File: src/rtl/sample_dma.sv
// Write-only Wishbone master that streams 32-bit samples into a circular SRAM buffer.
// A small input FIFO absorbs arbiter latency; half/wrap pulses notify the consumer.
module sample_dma #(
  parameter logic [31:0] BASE       = 32'h8000_0000,
  parameter int unsigned WORDS      = 512,
  parameter int unsigned FIFO_DEPTH = 4
) (
  input  logic                     wb_clk,
  input  logic                     wb_rst_n,
  input  logic                     enable,
  input  logic                     s_stb,
  input  logic [31:0]              s_data,
  input  logic                     clr_ovf,
  output logic                     wb_cyc,
  output logic                     wb_we,
  output logic [3:0]               wb_sel,
  output logic [31:0]              wb_adr,
  output logic [31:0]              wb_dat,
  input  logic                     wb_ack,
  output logic [$clog2(WORDS)-1:0] wr_idx,
  output logic                     half,
  output logic                     wrap,
  output logic                     overflow
);

  localparam int unsigned IW = $clog2(WORDS);
  localparam int unsigned AW = $clog2(FIFO_DEPTH);
  localparam int unsigned CW = AW + 1;

  typedef enum logic [1:0] {StIdle, StBus, StGap} state_e;

  state_e          r_state;
  state_e          w_state_d;

  logic [31:0]     r_mem [FIFO_DEPTH];
  logic [AW-1:0]   r_rd_ptr;
  logic [AW-1:0]   r_wr_ptr;
  logic [CW-1:0]   r_count;

  logic            r_cyc;
  logic [31:0]     r_adr;
  logic [31:0]     r_dat;
  logic [IW-1:0]   r_idx;
  logic            r_half;
  logic            r_wrap;
  logic            r_ovf;

  logic            w_full;
  logic            w_empty;
  logic            w_push;
  logic            w_pop;
  logic            w_ack_done;

  assign w_full     = (r_count == CW'(FIFO_DEPTH));
  assign w_empty    = (r_count == '0);
  // Fullness is judged before any same-cycle pop, so a full FIFO always drops.
  assign w_push     = s_stb & enable & ~w_full;
  assign w_ack_done = (r_state == StBus) & wb_ack;

  always_comb begin
    w_state_d = r_state;
    w_pop     = 1'b0;
    case (r_state)
      StIdle: begin
        if (enable && !w_empty) begin
          w_pop     = 1'b1;
          w_state_d = StBus;
        end
      end
      StBus:   if (wb_ack) w_state_d = StGap;
      StGap:   w_state_d = StIdle;
      default: w_state_d = StIdle;
    endcase
  end

  always_ff @(posedge wb_clk or negedge wb_rst_n) begin
    if (!wb_rst_n) r_state <= StIdle;
    else           r_state <= w_state_d;
  end

  // Storage needs no reset; emptiness is tracked by the pointers and count.
  always_ff @(posedge wb_clk) begin
    if (w_push) r_mem[r_wr_ptr] <= s_data;
  end

  always_ff @(posedge wb_clk or negedge wb_rst_n) begin
    if (!wb_rst_n) begin
      r_rd_ptr <= '0;
      r_wr_ptr <= '0;
      r_count  <= '0;
    end else if (!enable) begin
      r_rd_ptr <= '0;
      r_wr_ptr <= '0;
      r_count  <= '0;
    end else begin
      if (w_push) r_wr_ptr <= r_wr_ptr + AW'(1);
      if (w_pop)  r_rd_ptr <= r_rd_ptr + AW'(1);
      r_count <= r_count + CW'(w_push) - CW'(w_pop);
    end
  end

  always_ff @(posedge wb_clk or negedge wb_rst_n) begin
    if (!wb_rst_n) begin
      r_cyc <= 1'b0;
      r_adr <= '0;
      r_dat <= '0;
    end else if (w_pop) begin
      r_cyc <= 1'b1;
      r_adr <= BASE + (32'(r_idx) << 2);
      r_dat <= r_mem[r_rd_ptr];
    end else if (w_ack_done) begin
      r_cyc <= 1'b0;
      r_adr <= '0;
      r_dat <= '0;
    end
  end

  always_ff @(posedge wb_clk or negedge wb_rst_n) begin
    if (!wb_rst_n) begin
      r_idx  <= '0;
      r_half <= 1'b0;
      r_wrap <= 1'b0;
    end else begin
      r_half <= w_ack_done && (r_idx == IW'(WORDS / 2 - 1));
      r_wrap <= w_ack_done && (r_idx == IW'(WORDS - 1));
      if (w_ack_done) begin
        r_idx <= enable ? r_idx + IW'(1) : '0;
      end else if (!enable && r_state != StBus) begin
        // An in-flight write keeps its index until it is acked.
        r_idx <= '0;
      end
    end
  end

  always_ff @(posedge wb_clk or negedge wb_rst_n) begin
    if (!wb_rst_n)                    r_ovf <= 1'b0;
    else if (s_stb && enable && w_full) r_ovf <= 1'b1;
    else if (clr_ovf)                 r_ovf <= 1'b0;
  end

  assign wb_cyc   = r_cyc;
  assign wb_we    = r_cyc;
  assign wb_sel   = {4{r_cyc}};
  assign wb_adr   = r_adr;
  assign wb_dat   = r_dat;
  assign wr_idx   = r_idx;
  assign half     = r_half;
  assign wrap     = r_wrap;
  assign overflow = r_ovf;

endmodule

File: config.mk
export PLATFORM = sky130hd
export DESIGN_NAME = sample_dma
export DESIGN_NICKNAME = d
export VERILOG_FILES = /design/src/rtl/sample_dma.sv
export SDC_FILE = /design/constraint.sdc
export NUM_CORES = 1
export LEC_CHECK = 0
export ABC_AREA = 1
export BUFFER_PORTS_ARGS = -buffer_cell sky130_fd_sc_hd__buf_4
export CAP_MARGIN = 40
export CORE_MARGIN = 2
export CORE_UTILIZATION = 57
export DETAILED_ROUTE_END_ITERATION = 8
export HOLD_SLACK_MARGIN = 0.15
export PLACE_DENSITY = 0.85
export SLEW_MARGIN = 20
export SYNTH_ARGS = -nofsm -noshare
export SYNTH_HDL_FRONTEND = slang
export SYNTH_SLANG_ARGS = --single-unit
File: constraint.sdc
create_clock -name wb_clk -period 3.2 [get_ports wb_clk]
set_clock_uncertainty 0.1 [all_clocks]
set_input_delay 0.64 -clock wb_clk [delete_from_list [all_inputs] [get_ports wb_clk]]
set_output_delay 0.64 -clock wb_clk [all_outputs]
set_load 0.05 [all_outputs]
Word-level counts from Yosys, hierarchy flattened
Memories as Yosys holds them, arrays and structs flattened.
Index checks and enable logic that the tools add are counted.
- register bits: 86
- memories: 1
- memory bits (writable): 128
- input port bits: 38
- bitwise gates (word level): 4
- $add $sub $neg: 6
- reduce and logical (&&, ||, !) cells: 14
- muxes and demuxes: 22
- eq/ne operators: 9
- memories (name ; words ; bits a word ; read ports ; clocked after memory_dff ; wr ports ; line ; RTL):
    r_mem ; 4 ; 32 ; 1 ; 0 ; 1 ; 35 ; logic [31:0] r_mem [FIFO_DEPTH];
- operators by type and width (kind ; count):
    32-bit 2-to-1 mux ; 3
    32-bit by 11-bit adder with 32-bit output (first input constant) ; 1
    9-bit 2-to-1 mux ; 3
    2-bit 2-to-1 mux ; 6
    9-bit by 1-bit adder with 9-bit output (second input constant) ; 1
    9-bit by 8-bit == test with 1-bit output (second input constant) ; 1
    9-bit == test (second input constant) ; 1
    1-bit 2-to-1 mux ; 8
    1-bit logical AND ; 6
    2-bit by 1-bit inequality test with 1-bit output (second input constant) ; 3
    2-bit nonzero test ; 3
    2-bit by 1-bit adder with 2-bit output (second input constant) ; 2
    2-bit inequality test (second input constant) ; 2
    2-bit case mux with 2 select lines ; 1
    3-bit by 1-bit adder with 3-bit output ; 1
    1-bit bitwise AND ; 3
    3-bit == test (second input constant) ; 1
    3-bit zero test ; 1
    3-bit 2-to-1 mux ; 1
    3-bit by 1-bit subtractor with 3-bit output ; 1
    2-bit by 1-bit == test with 1-bit output (second input constant) ; 1
    1-bit zero test ; 2
    2-bit zero test ; 1
    2-bit AND reduction ; 1
    1-bit inverter ; 1

Logic depth before layout (Yosys ltp)
Gate-level depths: netlist of run 1.
- depth after elaboration: 7
- mapped depth: 11

Worst setup path after synthesis of run 1
No wires, ideal clock.
- kind: input to register
- from: in enable
- to: mem r_mem[0][0], enable pin
- setup time: 0.421 ns
- arrival: 2.426 ns
- setup slack: 0.253 ns
- stages: 5
- data required time: 2.679 ns
- cells stage by stage: buf_4 nand2_1 inv_1 nand2_1 nor2_1
- word-level cells in the longest chain between the ends: 4
- ends and longest elaborated chain (element ; line ; RTL):
    start: declaration ; 10 ; input logic enable,
    1-bit bitwise AND (2 in series) ; 57 ; assign w_push = s_stb & enable & ~w_full;
    1-bit 2-to-1 mux ; 83 ; if (w_push) r_mem[r_wr_ptr] <= s_data;
    1-bit 2-to-1 mux (not written as such) ; 83 ;
    end: declaration ; 35 ;
No other way between the ends.

Final worst setup path of run 1
- from: reg r_count[1]
- to: reg r_count[2]
- word-level cells in the longest chain between the ends: 7
- elaborated cells between the ends (all ways): 11
- ends and longest elaborated chain (element ; line ; RTL):
    start: declaration ; 38 ; logic [CW-1:0] r_count;
    start signal: assignment ; 98 ; r_count <= r_count + CW'(w_push) - CW'(w_pop);
    branches (longest 5 deep; another with 3-bit by 1-bit adder with 3-bit output) ; n/a ;
    3-bit by 1-bit subtractor with 3-bit output (*) ; 98 ;
    3-bit 2-to-1 mux (*) ; 91 ; end else if (!enable) begin
Mark *: on every way between the ends.
A chain may end at the register's enable or synchronous reset.

==> impl_metrics.json, run 1 <==
{
  "fin_crit_ps": 2324,
  "io_pins": 120,
  "finalSetupViolCount": 0,
  "path_clk_slew_ps": 60,
  "antennaDiodeCount": 0,
  "die_w_um": 121.6,
  "tns_ps": 0,
  "holdCritPathClass": "input port to flip-flop",
  "synth_cells": 702,
  "layout-drive-gt1-share": 0.1923,
  "ys_seq_elements": 191,
  "syn_avg_cell_area_um2": 11.22,
  "synth_compound_area_frac": 0.007146,
  "worstPathMaxFanout": 9,
  "final_area_um2": 9246,
  "htreeDepth": 4,
  "start_util": 0.5903,
  "dpl_cell_area_um2": 8665,
  "nNetsFinal": 835,
  "first_pass_iters": 5,
  "antenna_found_initial": 0,
  "root_buffer": "clkbuf_16",
  "cap_violations": 0,
  "synth_fa_ha_area_frac": 0.01525,
  "dieArea_um2": 14780,
  "grt_usage": 0.2516,
  "cts_sinks": 191,
  "avgRoutedWirePerCell_um": 17.83,
  "p_per_area_nw_per_um2": 843.9,
  "synthSimpleGateAreaFrac": 0.2192,
  "grt_pass1_wl_mm": 27.90,
  "synthMuxAreaShare": 0,
  "yosys_warnings": 0,
  "status": "finished, final reports clean",
  "netlist_area_um2": 7879,
  "grt_max_degree": 67,
  "coreArea_um2": 13350,
  "drt_wl_total_mm": 17.42,
  "gp_congestion": 0.8620,
  "hold_viol": 0,
  "dieHeight_um": 121.6,
  "start_kind": "flip-flop",
  "drtAntennaViolNets": 0,
  "num_rows": 42,
  "synth_top_family_by_area": "simple AND/OR/NAND/NOR gates",
  "cts_tree": "yes",
  "synth.yosys.seq_area_share": 0.6879,
  "crit_type": "flip-flop to flip-flop",
  "route.detailed.drc": 0,
  "rsz0062_at_grt": "no",
  "final_util": 0.6927,
  "fmax_mhz": 430.3,
  "grt-ovfl-total": 0,
  "place_hpwl_mm": 10.54,
  "total_power_uw": 7803,
  "cp.arrival_ps": 2590,
  "slew_violations": 0,
  "irDropWorstVdd_mv": 0.5263,
  "clock_path_buffers": 2,
  "fin_crit_sh": 0.7262,
  "synth_xor_area_frac": 0.003335,
  "worstSetupEndpointType": "flip-flop",
  "cp_data_required_time_ps": 3460,
  "clk_latency_ps": 440,
  "drtIter0Drc": 496,
  "grt_pass1_vias": 5473,
  "p_leak_uw": 0.004024,
  "vias": 5571,
  "numPortBuffers": 97,
  "slew_headroom": 0.5257,
  "synthToLayoutAreaGrowth_pct": 17.36,
  "worstMarginPinSlew_ps": 711.5,
  "vias_per_cell": 5.702,
  "ys_types": 23,
  "cts-buffers-inserted": 17
}
==> worst max-delay path: stages, from the launching register on <==
cell     delay (ps)
dfrtp_1         420
inv_1           130
nand3_1         100
nand2_1         440
xor2_1          200
ha_1            170
inv_1            50
fa_1            370
xor2_1          170
nor2_1          100
==> cell families (layout without fill, tap and decap cells) <==
logic type | count (synthesis) | in the layout
compound gates | 9 | 9
xor+xnor | 3 | 3
fa+ha+maj | 9 | 9
buf+inv | 97 | 175
flops | 191 | 191
other cells | 1 | 22
simple gates | 392 | 392
==> per-layer routing <==
layer / routed length (µm) / global-route usage / share of wire / vias to the layer above
li1: - / - / - / 2518
met1: 6844 / 0.3113 / 0.39 / 2737
met5: 0 / 0 / 0 / -
met4: 297 / 0.09052 / 0.017 / 0
met2: 9014 / 0.4452 / 0.52 / 285
met3: 1260 / 0.04682 / 0.072 / 31
==> flip-flops by register name, summed over array words and instances (netlist names) <==
signal    cells
r_wr_ptr      2
wb_dat       32
wb_adr       10
r_count       3
half          1
r_rd_ptr      2
r_state       2
wrap          1
overflow      1
wr_idx        9
r_mem       128
==> stage by stage <==
step,worst slack (ps),cells,hold WS (ps)
after floorplan,252.8,723,244.4
after global placement,706.0,941,383.8
after detailed placement,608.6,943,394.0
after CTS,870.5,975,232.2
after global routing,676.2,977,294.9
final,876.3,977,293.7
==> repair_timing <==
action                    CTS  global route
hold endpoints to repair    0            19
setup buffers               0             0
hold buffers                0             1
gates resized for setup     0             0
==> where the power goes <==
| group | total, µW | internal, µW | switching (µW) |
|---|---|---|---|
| clock | 1990 | 1070 | 918 |
| combinational | 2670 | 707 | 1960 |
| sequential | 3140 | 2970 | 170 |
| total | 7800 | 4750 | 3050 |
==> cell usage after synthesis, drive strengths merged <==
| cell type | count | area (µm²) |
|---|---|---|
| edfxtp | 128 | 3844 |
| buf | 56 | 371.6 |
| dfrtp | 63 | 1577 |
| nand4 | 33 | 206.5 |
| clkbuf | 9 | 33.78 |
| nor2 | 17 | 80.08 |
| conb | 1 | 3.750 |
| xor2 | 3 | 26.28 |
| o22ai | 3 | 18.77 |
| o21bai | 2 | 15.01 |
| nand2 | 223 | 839.6 |
| nand3 | 119 | 600.6 |
| o21ai | 3 | 15.01 |
| inv | 32 | 120.1 |
| ha | 8 | 100.1 |
| o31ai | 1 | 7.510 |
| fa | 1 | 20.02 |
==> cell usage in the layout, fill, tap and decap left out, types with 8 or more instances in the layout <==
cell	count
buf_4	107
inv_1	26
nand4_1	33
clkbuf_16	17
nor2_1	12
nand3_1	118
nand2_1	221
dfrtp_1	62
ha_1	8
conb_1	22
edfxtp_1	128
==> final cells by class <==
class | instances | area [µm²]
Clock inverter | 12 | 115.1
Inverter | 32 | 120.1
Sequential cell | 191 | 5421
Tap cell | 176 | 220.2
Multi-Input combinational cell | 435 | 2044
Clock buffer | 20 | 436.7
Timing Repair Buffer | 111 | 888.4
Fill cell | 936 | 4101
==> path summary, 6_finish.rpt <==
| check | startpoint | to | slack [ps] | depth (start not counted) |
|---|---|---|---|---|
| max | r_count[1] | r_count[2] | 880 | 9 |
| min | clr_ovf | overflow | 290 | 2 |
| max reg2reg | r_count[1] | r_count[2] | 880 | 9 |
| min reg2reg | wb_adr[4] | wb_adr[4] | 400 | 2 |
| max in group asynchronous | wb_rst_n | wb_dat[2] | 1940 | 3 |
| min in group asynchronous | wb_rst_n | wb_adr[2] | 530 | 2 |
Note: power is estimated with default switching activity, not from simulation.
==> inputs of run 2 (changes only) <==
ABC_AREA = 0   (was 1)
CORE_UTILIZATION = 51   (was 57)
PLACE_DENSITY = 0.81   (was 0.85)
clock period = 1.95 ns   (was 3.2 ns; I/O delays follow)
==> run 2 against run 1 <==
Net effect:
- the flow now finishes with violations (setup timing)
- cell count fell by 14%
- global-route usage shrank 4.8 points
- largest power group unchanged
- combinational power is 79% higher
==> impl_metrics.json, run 2 <==
{
  "grt_pass1_vias": 4743,
  "yosys_warnings": 0,
  "largest_reg_flops": 128,
  "rsz0062_at_grt": "yes",
  "path_clk_slew_ps": 70,
  "cts_sinks": 191,
  "cts_tree": "yes",
  "nNetsFinal": 688,
  "layout-drive-gt1-share": 0.3211,
  "cts-buffers-inserted": 17,
  "final_util": 0.6607,
  "failed_checks": "setup timing",
  "clk_latency_ps": 430,
  "yosys.area.top_type": "edfxtp_1",
  "gp_congestion": 0.7903,
  "ys_seq_elements": 191,
  "irDropWorstVdd_mv": 0.7679,
  "vias": 4490,
  "dieHeight_um": 126.4,
  "route.detailed.drc": 0,
  "multiInputGateArea_um2": 1919,
  "start_kind": "flip-flop",
  "p_leak_uw": 0.003950,
  "num_rows": 44,
  "worstMarginPinSlew_ps": 599.9,
  "first_pass_iters": 5,
  "worstSetupEndpointType": "flip-flop",
  "synth.yosys.seq_area_share": 0.7097,
  "place_hpwl_mm": 9.044,
  "vias_per_cell": 5.358,
  "avgRoutedWirePerCell_um": 18.59,
  "grt_usage": 0.2037,
  "coreArea_um2": 14590,
  "fin_crit_ps": 2126,
  "fmax_mhz": 470.4,
  "worst-path-buf-inv": 2,
  "cp_slowest_cell": "fa_2",
  "p_per_area_nw_per_um2": 1397,
  "synth-async-reset-ratio": 0.3298,
  "synth_edf_count": 128,
  "syn_avg_cell_area_um2": 15.55,
  "clock_path_buffers": 2,
  "antennaDiodeCount": 0,
  "crit_chain": "buf_4 -> or3_4 -> nand3_4 -> xnor2_2 -> ha_2 -> inv_2 -> fa_2 -> nor2_1",
  "crit_type": "flip-flop to flip-flop",
  "stdcell_count": 838,
  "drtIter0Drc": 332,
  "finalSetupViolCount": 2,
  "synthToLayoutAreaGrowth_pct": 26.21,
  "synth.most_common_cell": "edfxtp_1",
  "regMostFlops": "r_mem",
  "synthTopCellsByCount": "128 x edfxtp_1, 93 x nand2_1, 63 x dfrtp_1",
  "synth_cells": 491,
  "slew_headroom": 0.6001,
  "grt_max_degree": 46,
  "fin_crit_sh": 1.090,
  "post-place-cells": 765,
  "antenna_found_initial": 0,
  "final.setup.worst_slack_ps": -175.7,
  "seqCellArea_um2": 5423,
  "synth.area.top_cells": "edfxtp_1 50%, dfrtp_1 21%, mux4_2 9.4%",
  "io_pins": 120,
  "final_area_um2": 9639,
  "drt_wl_total_mm": 15.58,
  "cp_data_required_time_ps": 2180,
  "grt_pass1_wl_mm": 24.61,
  "dpl_cell_area_um2": 8562,
  "start_util": 0.5235,
  "holdCritPathClass": "input port to flip-flop",
  "cpPeakStageDelay_ps": 520,
  "die_w_um": 126.4,
  "final_common_cell": "edfxtp_1",
  "htreeDepth": 4,
  "cp.arrival_ps": 2350,
  "fillCellCount": 1011,
  "pre_cts_slack_ps": -190.9,
  "ys.flop_type": "edfxtp_1",
  "synthDominantCellAreaShare": 0.5033,
  "cap_violations": 0,
  "drtAntennaViolNets": 0,
  "netlist_area_um2": 7637,
  "grt-ovfl-total": 0,
  "worstPathMaxFanout": 2,
  "root_buffer": "clkbuf_16",
  "numPortBuffers": 97,
  "slew_violations": 0,
  "critPathTopFamily": "adder cells",
  "hold_viol": 0,
  "dieArea_um2": 15970,
  "final_cell_mix": "128 x edfxtp_1, 118 x buf_4, 92 x nand2_1",
  "status": "finished, violations left",
  "ys_types": 36
}
[run 2: changes by cell type after synthesis, sizes merged, moves of 3 or more]
cell   before  now
mux4        0   32
nand2     223   93
buf        56   45
and2        0    7
inv        32    8
nand3     119   47
a21oi       0    3
o21ai       3   14
nor2       17    9
nand4      33    0
xnor2       0    3
[run 2: what timing repair did]
action                     4_1_cts  5_1_grt
gates cloned                     0        1
hold endpoints to repair       174        0
pin swaps                        3        2
buffers inserted                 0        4
setup endpoints to repair       10       13
hold buffers                    36        0
resized for setup                8        7
[run 2: metal layers]
layer,share of wire,track usage,up-vias
met3,0.046,0.04471,22
met4,0.018,0.06852,0
met1,0.40,0.2507,2266
li1,-,-,2035
met5,0,0,-
met2,0.54,0.3589,167
[run 2: cell families after synthesis]
logic type	share of synthesized area
adders and majority gates	0.01573
DFF	0.7097
AOI/OAI and AO/OA	0.01671
and+or+nand+nor	0.09911
xor gates and xnor gates	0.008028
buffers and inverters	0.05587
other	0.0004910
muxes	0.09436
[run 2: worst min-delay path: cells and delay by family]
family,cells,cell delay (ps)
AND/OR/NAND/NOR,2,120
buffers and inverters,1,90
XOR/XNOR,1,130
[run 2: layout make-up]
class,count,area share
Timing Repair Buffer,163,0.1485
Clock inverter,13,0.01584
Multi-Input combinational cell,260,0.1991
Sequential cell,191,0.5626
Inverter,8,0.003115
Tap cell,184,0.02388
Clock buffer,19,0.04699
[run 2: through the flow]
stage	TNS, ps	power [µW]	hold WS, ps
4_1_cts	-320.5	13320	218.5
3_3_place_gp	-99.54	9613	327.3
2_1_floorplan	-361.5	8557	-5.591
3_5_place_dp	-343.2	9739	336.7
5_1_grt	-449.2	14050	273.8
6_report	-336.2	13460	235.1
[run 2: final timing paths]
kind / start / endpoint / slack (ps) / depth (start not counted)
worst max-delay path: r_count[0] / r_count[1] / -180 / 8
worst min-delay path: s_stb / r_wr_ptr[0] / 240 / 4
worst max register to register: r_count[0] / r_count[1] / -180 / 8
worst min register to register: wb_adr[8] / wb_adr[8] / 400 / 2
max in group asynchronous: wb_rst_n / wb_dat[20] / 730 / 3
min in group asynchronous: wb_rst_n / wb_adr[9] / 400 / 2
[run 2: power by group]
group	switching (µW)	leakage (µW)	total [µW]	internal (µW)
combinational	2970	0.00167	4790	1820
clock	1500	0.000286	3490	1980
sequential	297	0.00200	5190	4890
==> inputs of run 3 (changes only) <==
CORE_UTILIZATION = 53   (was 51)
CTS_BUF_LIST = sky130_fd_sc_hd__clkbuf_8   (was not set)
PLACE_DENSITY = 0.83   (was 0.81)
==> run 3 against run 2 <==
Net effect:
- the run still ends with setup timing left
- clock power fell by 22%
- combinational power down 3%
- final area is 2.1% lower
- first-iteration DRC count fell by 7.8%
==> impl_metrics.json, run 3 (synthesized netlist as in run 2, its figures left out) <==
{
  "cts_sinks": 191,
  "cts_tree": "yes",
  "final_area_um2": 9437,
  "crit_type": "flip-flop to flip-flop",
  "grt_pass1_wl_mm": 23.74,
  "multiInputGateArea_um2": 1906,
  "final_common_cell": "edfxtp_1",
  "failed_checks": "setup timing",
  "clock_path_buffers": 2,
  "layout-drive-gt1-share": 0.3160,
  "fillCellCount": 968,
  "gp_congestion": 0.7598,
  "worstSetupEndpointType": "flip-flop",
  "regMostFlops": "r_mem",
  "route.detailed.drc": 0,
  "htreeDepth": 4,
  "num_rows": 43,
  "die_w_um": 124.0,
  "avgRoutedWirePerCell_um": 18.10,
  "dieArea_um2": 15390,
  "slew_violations": 0,
  "cpPeakStageDelay_ps": 520,
  "post-place-cells": 766,
  "first_pass_iters": 4,
  "vias_per_cell": 5.373,
  "vias": 4492,
  "holdCritPathClass": "input port to flip-flop",
  "seqCellArea_um2": 5423,
  "hold_viol": 0,
  "grt-ovfl-total": 0,
  "grt_usage": 0.2117,
  "nNetsFinal": 689,
  "place_hpwl_mm": 9.356,
  "final.setup.worst_slack_ps": -145.9,
  "worstPathMaxFanout": 2,
  "stdcell_count": 836,
  "start_kind": "flip-flop",
  "grt_max_degree": 34,
  "crit_chain": "or3b_1 -> nor2b_4 -> xnor2_2 -> ha_2 -> inv_2 -> fa_2 -> nor2_2",
  "io_pins": 120,
  "root_buffer": "clkbuf_8",
  "rsz0062_at_grt": "yes",
  "status": "finished, violations left",
  "drtAntennaViolNets": 0,
  "cp_slowest_cell": "fa_2",
  "cap_violations": 0,
  "cp.arrival_ps": 2340,
  "start_util": 0.5460,
  "finalSetupViolCount": 2,
  "drtIter0Drc": 306,
  "clk_latency_ps": 450,
  "fin_crit_ps": 2096,
  "synthToLayoutAreaGrowth_pct": 23.56,
  "cts-buffers-inserted": 17,
  "dieHeight_um": 124.0,
  "antenna_found_initial": 1,
  "numPortBuffers": 97,
  "path_clk_slew_ps": 80,
  "fmax_mhz": 477.1,
  "irDropWorstVdd_mv": 0.8372,
  "p_leak_uw": 0.003880,
  "dpl_cell_area_um2": 8607,
  "coreArea_um2": 13990,
  "p_per_area_nw_per_um2": 1329,
  "largest_reg_flops": 128,
  "grt_pass1_vias": 4570,
  "fin_crit_sh": 1.075,
  "drt_wl_total_mm": 15.14,
  "tns_ps": -251.1,
  "final_cell_mix": "128 x edfxtp_1, 119 x buf_4, 93 x nand2_1",
  "cp_data_required_time_ps": 2200
}
run 3: cell types whose count changed in the layout (fill, tap and decap cells not counted), moves of 2 or more:
| cell | delta |
|---|---|
| bufinv_16 | +2 |
| buf_6 | +2 |
| clkinvlp_4 | -4 |
| inv_8 | -2 |
| clkinv_1 | +2 |
| clkinv_2 | +2 |
| clkbuf_8 | +15 |
| clkbuf_16 | -18 |
run 3: per-stage QoR:
step	hold slack, ps	worst slack (ps)	power [µW]	util
after floorplan	-5.591	-202.4	8557	-
after global placement	261.9	-96.54	9645	0.6153
after detailed placement	271.5	-147.7	9762	0.6153
after CTS	185.7	-142.0	12560	0.6725
after global routing	215.9	-222.4	13160	0.6746
final	205.2	-145.9	12540	0.6746
run 3: where the power goes:
group / total, µW / switching [µW] / internal, µW
clock: 2730 / 1330 / 1390
combinational: 4630 / 2890 / 1740
sequential: 5180 / 295 / 4890
total: 12500 / 4520 / 8020
run 3: worst max-delay path: cells and delay by family (launching register included):
family | cells | cell delay, ps
adders and majority gates | 2 | 710
and+or+nand+nor | 3 | 600
DFF | 1 | 390
xor gates and xnor gates | 1 | 150
buffers and inverters | 1 | 40
run 3: timing repair:
| item | in CTS | in global routing |
|---|---|---|
| endpoints found under the setup margin | 2 | 6 |
| pin swaps | 1 | 4 |
| hold buffers | 36 | 0 |
| setup buffers | 2 | 0 |
| resized for setup | 0 | 10 |
| endpoints found under the hold margin | 173 | 0 |
run 3: worst paths after layout:
| check | from | to | slack, ps | cells after the start |
|---|---|---|---|---|
| min in group asynchronous | wb_rst_n | wb_adr[7] | 320 | 2 |
| max reg2reg | r_count[0] | r_count[1] | -150 | 7 |
| max | r_count[0] | r_count[1] | -150 | 7 |
| min | s_stb | r_wr_ptr[0] | 210 | 4 |
| min reg2reg | wb_dat[30] | wb_dat[30] | 400 | 2 |
| max in group asynchronous | wb_rst_n | r_rd_ptr[1] | 860 | 3 |
run 3: layout make-up:
type,count,share of cell area
inverter,8,0.003182
antenna,1,0.0002652
clock buffer,17,0.02479
timing repair buffer,164,0.1512
sequential,191,0.5746
multi-input combinational,260,0.2019
clock inverter,15,0.02015
tap,180,0.02387
run 3: per-layer routing:
metal,GRT usage,wire length (µm),up-vias
li1,-,-,2034
met1,0.2761,6136,2249
met2,0.3511,7684,187
met3,0.04670,1012,22
met4,0.08006,302,0
met5,0,0,-
